### config.mk
export PLATFORM = sky130hd
export DESIGN_NAME = if_id_buffer_flat
export DESIGN_NICKNAME = d
export VERILOG_FILES = /design/src/rtl/if_id_buffer_if.sv /design/src/rtl/if_id_buffer.sv /design/src/flat_wrapper.sv
export SDC_FILE = /design/constraint.sdc
export NUM_CORES = 1
export LEC_CHECK = 0
export CORE_AREA = 2 2 116 107
export DETAILED_ROUTE_END_ITERATION = 10
export DIE_AREA = 0 0 118 109
export GPL_TIMING_DRIVEN = 1
export PLACE_DENSITY_LB_ADDON = 0.25
export SETUP_SLACK_MARGIN = 0.2
export SLEW_MARGIN = 20
export SYNTH_ARGS = -nofsm -noshare
export SYNTH_HDL_FRONTEND = slang
export SYNTH_SLANG_ARGS = --single-unit
export TNS_END_PERCENT = 1
### constraint.sdc
create_clock -name clk -period 10.05 [get_ports clk]
set_input_delay 2.01 -clock clk [delete_from_list [all_inputs] [get_ports clk]]
set_output_delay 2.01 -clock clk [all_outputs]
set_load 0.02 [all_outputs]
### src/rtl/if_id_buffer_if.sv
// if_id_buffer_if: fetch-to-decode handshake bundle for the IF/ID buffer.
interface if_id_buffer_if;
    logic        in_valid;
    logic [31:0] in_instr;
    logic [31:0] in_pc;
    logic        in_ready;
    logic        flush;
    logic        out_valid;
    logic [31:0] out_instr;
    logic [31:0] out_pc;
    logic [31:0] out_pc_plus4;
    logic        out_ready;

    modport master (
        output in_valid, in_instr, in_pc, flush, out_ready,
        input  in_ready, out_valid, out_instr, out_pc, out_pc_plus4
    );

    modport slave (
        input  in_valid, in_instr, in_pc, flush, out_ready,
        output in_ready, out_valid, out_instr, out_pc, out_pc_plus4
    );
endinterface

### src/rtl/if_id_buffer.sv
// if_id_buffer: 2-entry FIFO between fetch and decode with flush and NOP-on-empty output.
module if_id_buffer #(
    parameter logic [31:0] NOP_INSTR = 32'h0000_0013
) (
    input logic          clk,
    input logic          rst,
    if_id_buffer_if.slave bus
);
    logic [1:0]  count;
    logic        rd_ptr;
    logic        wr_ptr;
    logic [31:0] instr_q [2];
    logic [31:0] pc_q    [2];
    logic        push;
    logic        pop;

    // in_ready depends on registered count only, never on out_ready
    assign bus.in_ready     = count != 2'd2;
    assign bus.out_valid    = count != 2'd0;
    assign push             = bus.in_valid && bus.in_ready && !bus.flush;
    assign pop              = bus.out_valid && bus.out_ready && !bus.flush;
    assign bus.out_instr    = bus.out_valid ? instr_q[rd_ptr] : NOP_INSTR;
    assign bus.out_pc       = bus.out_valid ? pc_q[rd_ptr] : 32'h0;
    assign bus.out_pc_plus4 = bus.out_pc + 32'd4;

    always_ff @(posedge clk) begin
        if (rst || bus.flush) begin
            count  <= 2'd0;
            rd_ptr <= 1'b0;
            wr_ptr <= 1'b0;
        end else begin
            count  <= count + {1'b0, push} - {1'b0, pop};
            rd_ptr <= rd_ptr ^ pop;
            wr_ptr <= wr_ptr ^ push;
        end
    end

    always_ff @(posedge clk) begin
        if (push) begin
            instr_q[wr_ptr] <= bus.in_instr;
            pc_q[wr_ptr]    <= bus.in_pc;
        end
    end
endmodule

### src/flat_wrapper.sv
// flat-port wrapper written by rule: the top's interface ports become plain ports
module if_id_buffer_flat 
#(
    parameter logic [31:0] NOP_INSTR = 32'h0000_0013
)
  (clk, rst, bus_in_valid, bus_in_instr, bus_in_pc, bus_flush, bus_out_ready, bus_in_ready, bus_out_valid, bus_out_instr, bus_out_pc, bus_out_pc_plus4);
  if_id_buffer_if bus_i ();
  input logic clk;
  input logic rst;
  input wire logic [$bits(bus_i.in_valid)-1:0] bus_in_valid;
  input wire logic [$bits(bus_i.in_instr)-1:0] bus_in_instr;
  input wire logic [$bits(bus_i.in_pc)-1:0] bus_in_pc;
  input wire logic [$bits(bus_i.flush)-1:0] bus_flush;
  input wire logic [$bits(bus_i.out_ready)-1:0] bus_out_ready;
  output wire logic [$bits(bus_i.in_ready)-1:0] bus_in_ready;
  output wire logic [$bits(bus_i.out_valid)-1:0] bus_out_valid;
  output wire logic [$bits(bus_i.out_instr)-1:0] bus_out_instr;
  output wire logic [$bits(bus_i.out_pc)-1:0] bus_out_pc;
  output wire logic [$bits(bus_i.out_pc_plus4)-1:0] bus_out_pc_plus4;
  assign bus_i.in_valid = bus_in_valid;
  assign bus_i.in_instr = bus_in_instr;
  assign bus_i.in_pc = bus_in_pc;
  assign bus_i.flush = bus_flush;
  assign bus_i.out_ready = bus_out_ready;
  assign bus_in_ready = bus_i.in_ready;
  assign bus_out_valid = bus_i.out_valid;
  assign bus_out_instr = bus_i.out_instr;
  assign bus_out_pc = bus_i.out_pc;
  assign bus_out_pc_plus4 = bus_i.out_pc_plus4;
  if_id_buffer #(.NOP_INSTR(NOP_INSTR)) u_core (.clk(clk), .rst(rst), .bus(bus_i));
endmodule
# Yosys cells after proc, flatten, opt, wreduce, memory -nomap -nowiden
# Memory sizes are Yosys's and may differ from the RTL's. A register that Yosys moved wholly into a read port is not among the register bits.
# Index checks and enable logic that the tools add are counted.
# op_classes
muxes,6
addsub,3
reduce_logical,7
bitwise_logic,2
eq_ne,1
# op_table
cell,n
$mux 32,2
$add 32x3->32 const B,1
$logic_and 1x1->1,4
$mux 1,4
$add 2x1->2,1
$ne 2x2->1 const B,1
$reduce_bool 2->1,1
$sub 2x1->2,1
$xor 1x1->1,2
$logic_not 1->1,1
$logic_or 1x1->1,1
# totals
in_bits,69
ramBits,128
ff_bits,4
memories,2
output_inout_bits,98
# memory_table
memory,words,word_bits,rd,rd_clocked_by_memory_dff,write_ports,line,rtl
u_core.instr_q,2,32,1,1,1,if_id_buffer.sv:12,logic [31:0] instr_q [2];
u_core.pc_q,2,32,1,1,1,if_id_buffer.sv:13,logic [31:0] pc_q [2];

# Longest topological paths before layout
# Gate-level depths: netlist (run 1).
# logic_depth
word_depth,5
mapped_depth,13

# Worst setup path before layout (run 1)
# Ideal clock, no wire load.
# synth_timing
kind,register -> output
startpoint,"register, netlist name u_core.rd_ptr"
endpoint,output port bus_out_pc_plus4[18]
setup_slack_ps,4887
required_ps,8040
stages_incl_launch_ff,14
path_buffers,4
arrival_time_ps,3153
path_cell_list,dfxtp_1 buf_6 buf_6 buf_4 buf_2 mux2_2 nand2_1 inv_1 ha_1 o21ai_0 a221oi_4 nand4_4 nor4_2 xor2_1
# synth_lines
item,line,rtl
to (decl),flat_wrapper.sv:19,output wire logic [$bits(bus_i.out_pc_plus4)-1:0] bus_out_pc_plus4;

==> results of run 1 <==
[how the worst max path moves through the flow]
stage | endpoint | slack, ns | depth (start not counted)
after floorplan | bus_out_pc_plus4[18] | 4.89 | 13
after global placement | bus_out_pc_plus4[28] | 4.61 | 7
after detailed placement | bus_out_pc_plus4[28] | 4.53 | 7
after CTS | bus_out_pc_plus4[28] | 4.07 | 7
after global routing | bus_out_pc_plus4[20] | 3.78 | 7
final | bus_out_pc_plus4[28] | 4.12 | 7
[placed cells by master (no fill, tap or decap), types with 2 or more instances in the layout]
master and count:
xnor2_1 14, inv_1 9, nand3b_1 6, clkinvlp_4 3
clkinv_2 2, buf_4 2, dfxtp_1 3, bufinv_16 3
nand2_1 24, nand3_1 17, nor2_1 61, clkdlybuf4s50_1 166
mux2i_1 60, ha_1 3, nor3_1 13, nor4_2 5
a211oi_2 2, nor2_2 2, mux2_2 2, nor3_2 3
edfxtp_1 128, inv_6 2, o21ai_0 5, clkbuf_16 17
xor2_1 17, clkinv_4 3, nand4_1 2, ha_4 2
[cells by family after synthesis]
family | synth area share
multiplexers | 0.107
AND/OR/NAND/NOR | 0.122
adder cells (fa/ha/maj) | 0.0105
XOR/XNOR | 0.0458
buffers and inverters | 0.0270
AO/OA/AOI/OAI | 0.0262
flip-flops | 0.661
[registers in the layout (all words and copies together), names as in the netlist]
signal and flops:
u_core.instr_q 64, u_core.pc_q 64, u_core.count 2, u_core.rd_ptr 1, u_core.wr_ptr 1
[through the flow]
stage,setup slack (ns),power [uW]
final,4.12,1380
after CTS,4.07,1390
after floorplan,4.89,696
after detailed placement,4.53,765
after global placement,4.61,762
after global routing,3.78,1420
[worst register-to-register path: stages, from the launching register on]
cell and delay, ns:
dfxtp_1 0.37, nor2_4 0.58, clkinv_1 0.57, nand2_1 0.26, nor2_1 0.06, ha_1 0.27
inv_1 0.04, ha_1 0.19, xor2_1 0.15, xnor2_1 0.13, nor3_1 0.14
[per-layer routing]
| layer | part of all wire | vias up | wire, um |
|---|---|---|---|
| li1 | - | 1858 | - |
| met1 | 0.43 | 1889 | 5410 |
| met2 | 0.50 | 152 | 6290 |
| met3 | 0.068 | 7 | 858 |
| met4 | 0.0054 | 2 | 68 |
| met5 | 0.0010 | - | 13 |
[layout make-up]
| type | instances | share of cell area |
|---|---|---|
| Multi-Input combinational cell | 254 | 0.226 |
| Clock buffer | 18 | 0.0515 |
| Sequential cell | 132 | 0.472 |
| Inverter | 10 | 0.00451 |
| Timing Repair Buffer | 168 | 0.201 |
| Clock inverter | 14 | 0.0213 |
| Tap cell | 160 | 0.0240 |
[synthesized netlist by cell type, drive strengths merged]
cell | n | area [um^2]
nand4 | 4 | 46.3
mux2 | 2 | 22.5
xor2 | 17 | 149
xnor2 | 14 | 123
nor4 | 6 | 83.8
nand2b | 1 | 6.26
mux2i | 61 | 614
a211oi | 3 | 45.0
o2111ai | 1 | 26.3
dfxtp | 4 | 80.1
o21ai | 6 | 30.0
inv | 9 | 33.8
nor3b | 1 | 7.51
o211a | 1 | 10.0
nand3b | 6 | 45.0
a221oi | 1 | 26.3
nand2 | 25 | 96.4
edfxtp | 128 | 3840
nor2 | 64 | 248
clkinv | 1 | 3.75
a22oi | 1 | 12.5
a21oi | 1 | 5.00
and3b | 1 | 8.76
ha | 5 | 62.6
nor3 | 16 | 95.1
nand3 | 17 | 85.1
buf | 18 | 123
[where the power goes]
part	internal, uW	leakage [uW]	total [uW]	switching (uW)
logic	61.1	0.00124	125	63.5
clock network	393	0.000289	624	232
registers	622	0.00121	628	6.26
total	1080	0.00274	1380	302
==> summary.txt, run 1 <==
Yosys
  – Synthesized cell area: 0.00593 mm^2
  – Yosys reg bits: 132
  – Syn_nets: 488
  – Avg Cell Area, Syn: 14.3 um^2
  – Distinct cells, synth: 38
  – Post-Syn Instances: 414
  – YS warnings: 0
  – Post-synthesis sequential area ratio: 0.661

GRT
  – Met3 usage: 0.0800
  – Residual overflow from global routing: 0
  – First-pass GRT wire length: 19.6 mm
  – Grt peak-use layer: met2
  – Initial antenna violation count: 1
  – GRT Util Overall: 0.201
  – Vias in the first global route: 3928
  – Met2 Usage GRT: 0.328
  – Met1 Usage GRT: 0.246
  – Largest net degree at the start of global routing: 65

STA
  – Final Hold Viols: 0
  – Worst-Margin Slew: 0.962 ns
  – Slew Viols, Final: 0
  – RSZ-0062 raised after global routing: false
  – Period utilisation layout: 0.590
  – Final setup fails: 0
  – Final hold slack: 0.641 ns
  – Final Skew: 0.00811 ns
  – Crit path time final: 5.93 ns
  – Setup TNS: 0 ns
  – Max-slew headroom: 0.359
  – Max Clock Freq: 169 MHz

CTS
  – Clk Latency, worst-skew pair: 0.41 ns
  – Hold_buf cts: 0
  – Register clock-pin slew on the reported worst setup and hold paths: 0.06 ns
  – Clock Path Buffers: 2
  – Root Buffer: clkbuf_16
  – Clk sink count: 132
  – H-tree Lvls: 4
  – Post-cts repair resize count: 0
  – CTS tree: done
  – CTS buffer count: 17
  – Post-CTS Setup Bufs: 0

Finish
  – Post-route cell area: 0.00833 mm^2
  – Fillers: 808
  – Ant. Diodes: 0
  – Final design utilization: 0.709
  – Multi-input gate area: 0.00188 mm^2
  – Layout area overhead: 40.4%
  – Non-Filler Instances: 756
  – Nets: 657
  – FF/Latch Area: 0.00393 mm^2
  – Layout cells sized above 1: 0.101

Min path
  – WHS Path Cells: 3
  – Hold EP: u_core.wr_ptr$_SDFF_PP0_
  – Hold Crit Class: flip-flop to flip-flop
  – Hold_sp: u_core.wr_ptr$_SDFF_PP0_

Detailed routing
  – Detailed router's first-iteration violation count: 282
  – Routed wire length: 12.6 mm
  – Detailed-router iteration count before antenna repair: 4
  – Routed len/inst: 16.7 um
  – Via density: 5.17
  – Detailed-route DRC error count: 0
  – Antenna-violating nets left: 0
  – Via Count: 3908

Power
  – VDD IR max: 141 uV
  – Pwr/cell area: 165 mW/mm^2
  – Pleak: 0.00274 uW

Run
  – Max-Cap Viols: 0

Placement
  – Dpl cells: 724
  – Port Buffers: 166
  – Dpl hpwl: 8.58 mm
  – Post-DP Area: 0.00772 mm^2
  – RD Place Congestion: 0.811

Critical path
  – Cell family with most CP delay: buffers and inverters
  – Required time of the critical path: 8.04 ns
  – Arrival time at the worst endpoint: 3.92 ns
  – Worst setup EP type: output pin
  – RR Startpoint: u_core.count[1]$_SDFF_PP0_
  – Crit Path Class: flip-flop to output pin
  – R2R depth: 10
  – R2R Path End: u_core.count[1]$_SDFF_PP0_
  – CP max stage cell: buf_4
  – Maximum fanout along the worst path: 58
  – R2r setup slk: 7.21 ns
  – Cell breakdown of the critical path: buf_4 > nand2_1 > a221oi_4 > nand4_4 > nor4_2 > xor2_1 > clkdlybuf4s50_1
  – CP peak stage delay: 0.72 ns
  – Startpoint types: flip-flop
  – CP Buf/Inv Count: 2
  – Worst Setup SP: u_core.rd_ptr$_SDFF_PP0_

Floorplan
  – Row count: 38
  – Die ar.: 0.0129 mm^2
  – Io pins: 167
  – DIE WIDTH: 118 um
  – DIE HEIGHT: 109 um
  – Core area: 0.0117 mm^2
  – Initial Utilization: 0.505

Run status
  – Status: finished, final reports clean
No activity file was read; power rests on OpenSTA's default activity.
==> run 2: changes to the inputs <==
Settings changed: CORE_AREA 2 2 116 107 to 2 2 127 117, DIE_AREA 0 0 118 109 to 0 0 129 119.
Clock period 10.05 ns to 5.2 ns, I/O delays scaled along.
==> run 2 against run 1 <==
Effect of this change:
- power increased by 84%
- register-to-register slack worse by 4.4 ns
- non-clock buffer count grew 3
- clock power increased by 73%
- first-iteration DRC count down 29%
- sequential share of layout area barely moved
- global-route usage shrank 2.7 points
- die area up 19%
- largest cell class unchanged
==> summary.txt, run 2 (same netlist as run 1, synthesis figures left out) <==
Power
  – Pwr/cell area: 305 mW/mm^2 (+84%)
  – Pint: 2020 uW (+87%)
  – Pleak: 0.00272 uW (-0.65%)
  – Switching Fraction: 0.207 (-0.0121)
  – VDD IR max: 193 uV (+37%)
  – Flop pwr share: 0.478 (+0.022)
  – Clock group share of total power: 0.426 (-0.027)
  – Logic pwr share: 0.096 (+0.006)
  – NetSw: 525 uW (+74%)

Placement
  – RD Place Congestion: 0.782 (-3.5%)
  – Dpl hpwl: 8.98 mm (+4.6%)
  – Port Buffers: 166 (unchanged)
  – Post-DP Area: 0.00779 mm^2 (+0.91%)

Critical path
  – Cell family with most CP delay: buffers and inverters
  – CP Buf/Inv Count: 2 (unchanged)
  – Required time of the critical path: 4.16 ns (-3.88 ns)
  – Arrival time at the worst endpoint: 3.53 ns (-0.39 ns)
  – R2r setup slk: 2.78 ns (-4.43 ns)
  – Maximum fanout along the worst path: 34 (-41%)
  – CP peak stage delay: 0.63 ns (-0.09 ns)
  – Worst setup EP type: output pin
  – Startpoint types: flip-flop
  – Crit Path Class: flip-flop to output pin
  – Cell breakdown of the critical path: buf_4 > nand3_1 > a211oi_4 > o2111ai_4 > nor4_4 > xor2_1 > clkdlybuf4s50_1
  – CP max stage cell: clkdlybuf4s50_1

STA
  – RSZ-0062 raised after global routing: false
  – Crit path time final: 4.57 ns
  – Period utilisation layout: 0.879
  – Max-slew headroom: 0.368 (+0.00975)
  – Slew Viols, Final: 0 (unchanged)
  – Final Skew: 0.00748 ns (-0.000624 ns)
  – Max Clock Freq: 219 MHz
  – Worst-Margin Slew: 0.948 ns (-0.0146 ns)
  – Final setup fails: 0 (unchanged)
  – Setup TNS: 0 ns (unchanged)
  – Final Hold Viols: 0 (unchanged)

Detailed routing
  – Routed len/inst: 16.2 um (-3.1%)
  – Detailed router's first-iteration violation count: 199 (-29%)
  – Via Count: 3862 (-1.2%)
  – Routed wire length: 12.9 mm (+2.4%)
  – Antenna-violating nets left: 0 (unchanged)
  – Via density: 4.83 (-6.5%)
  – Detailed-route DRC error count: 0 (unchanged)
  – Detailed-router iteration count before antenna repair: 4 (unchanged)

Floorplan
  – Die ar.: 0.0154 mm^2 (+19%)
  – Io pins: 167 (unchanged)
  – Initial Utilization: 0.417 (-0.0886)
  – Core area: 0.0142 mm^2 (+21%)
  – DIE WIDTH: 129 um (+9.3%)
  – DIE HEIGHT: 119 um (+9.2%)
  – Row count: 42 (+11%)

GRT
  – Largest net degree at the start of global routing: 65 (unchanged)
  – First-pass GRT wire length: 20.1 mm (+2.7%)
  – Residual overflow from global routing: 0 (unchanged)
  – GRT Util Overall: 0.173 (-0.0275)
  – Vias in the first global route: 3986 (+1.5%)
  – Initial antenna violation count: 2 (+1)

CTS
  – CTS buffer count: 17 (unchanged)
  – Post-CTS Setup Bufs: 0 (unchanged)
  – Post-cts repair resize count: 0 (unchanged)
  – H-tree Lvls: 4 (unchanged)
  – Register clock-pin slew on the reported worst setup and hold paths: 0.05 ns (about the same)
  – Clk sink count: 132 (unchanged)
  – Root Buffer: clkbuf_16
  – Clk Latency, worst-skew pair: 0.41 ns (about the same)
  – CTS tree: done
  – Hold_buf cts: 0 (unchanged)
  – Clock Path Buffers: 2 (unchanged)

Finish
  – Commonest non-fill, non-tap cells in the layout: 166 x clkdlybuf4s50_1, 128 x edfxtp_1, 61 x nor2_1
  – Nets: 660 (+0.46%)
  – Layout area overhead: 40.4% (about the same)
  – Biggest regs: u_core.instr_q (64), u_core.pc_q (64), u_core.count (2)
  – Most common cell after layout, fill and taps aside: clkdlybuf4s50_1
  – Post-route cell area: 0.00833 mm^2 (about the same)
  – Layout cells sized above 1: 0.0851 (-0.0155)
  – Fillers: 1159 (+43%)

Min path
  – Hold Crit Class: flip-flop to flip-flop

Run status
  – Status: finished, final reports clean

Run
  – Max-Cap Viols: 0 (unchanged)
[run 2: cell count changes in the layout (fill, tap and decap cells not counted), sizes merged]
cell,previous run,this run
clkbuf,18,23
inv,12,9
buf,2,5
clkinvlp,3,0
clkinv,6,8
diode,0,2
bufinv,3,2
[run 2: layout make-up]
type / instances / area (um^2) / share of cell area
tap: 198 / 248 / 0.0297
inverter: 10 / 37.5 / 0.00451
timing repair buffer: 171 / 1700 / 0.204
antenna: 2 / 5.00 / 0.000601
multi-input combinational: 254 / 1880 / 0.225
clock buffer: 23 / 448 / 0.0538
clock inverter: 9 / 86.3 / 0.0104
sequential: 132 / 3930 / 0.472
[run 2: path summary, 6_finish.rpt]
| check | startpoint | end | cells past startpoint |
|---|---|---|---|
| min | u_core.wr_ptr$_SDFF_PP0_ | u_core.wr_ptr$_SDFF_PP0_ | 3 |
| max reg2reg | u_core.count[1]$_SDFF_PP0_ | u_core.count[1]$_SDFF_PP0_ | 11 |
| max | u_core.rd_ptr$_SDFF_PP0_ | bus_out_pc_plus4[31] | 7 |
| min reg2reg | u_core.wr_ptr$_SDFF_PP0_ | u_core.wr_ptr$_SDFF_PP0_ | 3 |
[run 2: power groups by stage]
stage               logic (uW)  registers [uW]  clock network [uW]
global route               262            1220                1150
detailed placement         246            1240                   0
finish                     245            1210                1080
floorplan                  113            1230                   0
global placement           243            1230                   0
CTS                        248            1210                1100
[run 2: routing by layer]
metal  GRT usage  vias up  share of wire
met5           0        -              0
met4      0.0666        0         0.0065
met3      0.0638        7          0.075
met2       0.274      145           0.47
met1       0.217     1832           0.45
li1            -     1878              -
[run 2: worst register-to-register path, cell delays in order (launching register included)]
cell,delay [ns]
dfxtp_1,0.37
nor2_4,0.46
clkinv_1,0.17
buf_4,0.22
nand2_1,0.11
nor2_1,0.05
ha_1,0.28
inv_1,0.04
ha_1,0.21
xor2_1,0.15
xnor2_1,0.13
nor3_1,0.14
[run 2: stage by stage]
stage                     utilization  hold slack [ns]  power (uW)  instances  worst slack [ns]
after CTS                       0.585            0.648        2560        797             0.571
after floorplan                     -            0.538        1350        414              1.01
final                           0.585            0.644        2540        799             0.630
after global routing            0.585            0.666        2620        797             0.438
after detailed placement        0.547            0.636        1480        765              1.07
after global placement          0.547            0.617        1480        765              1.18
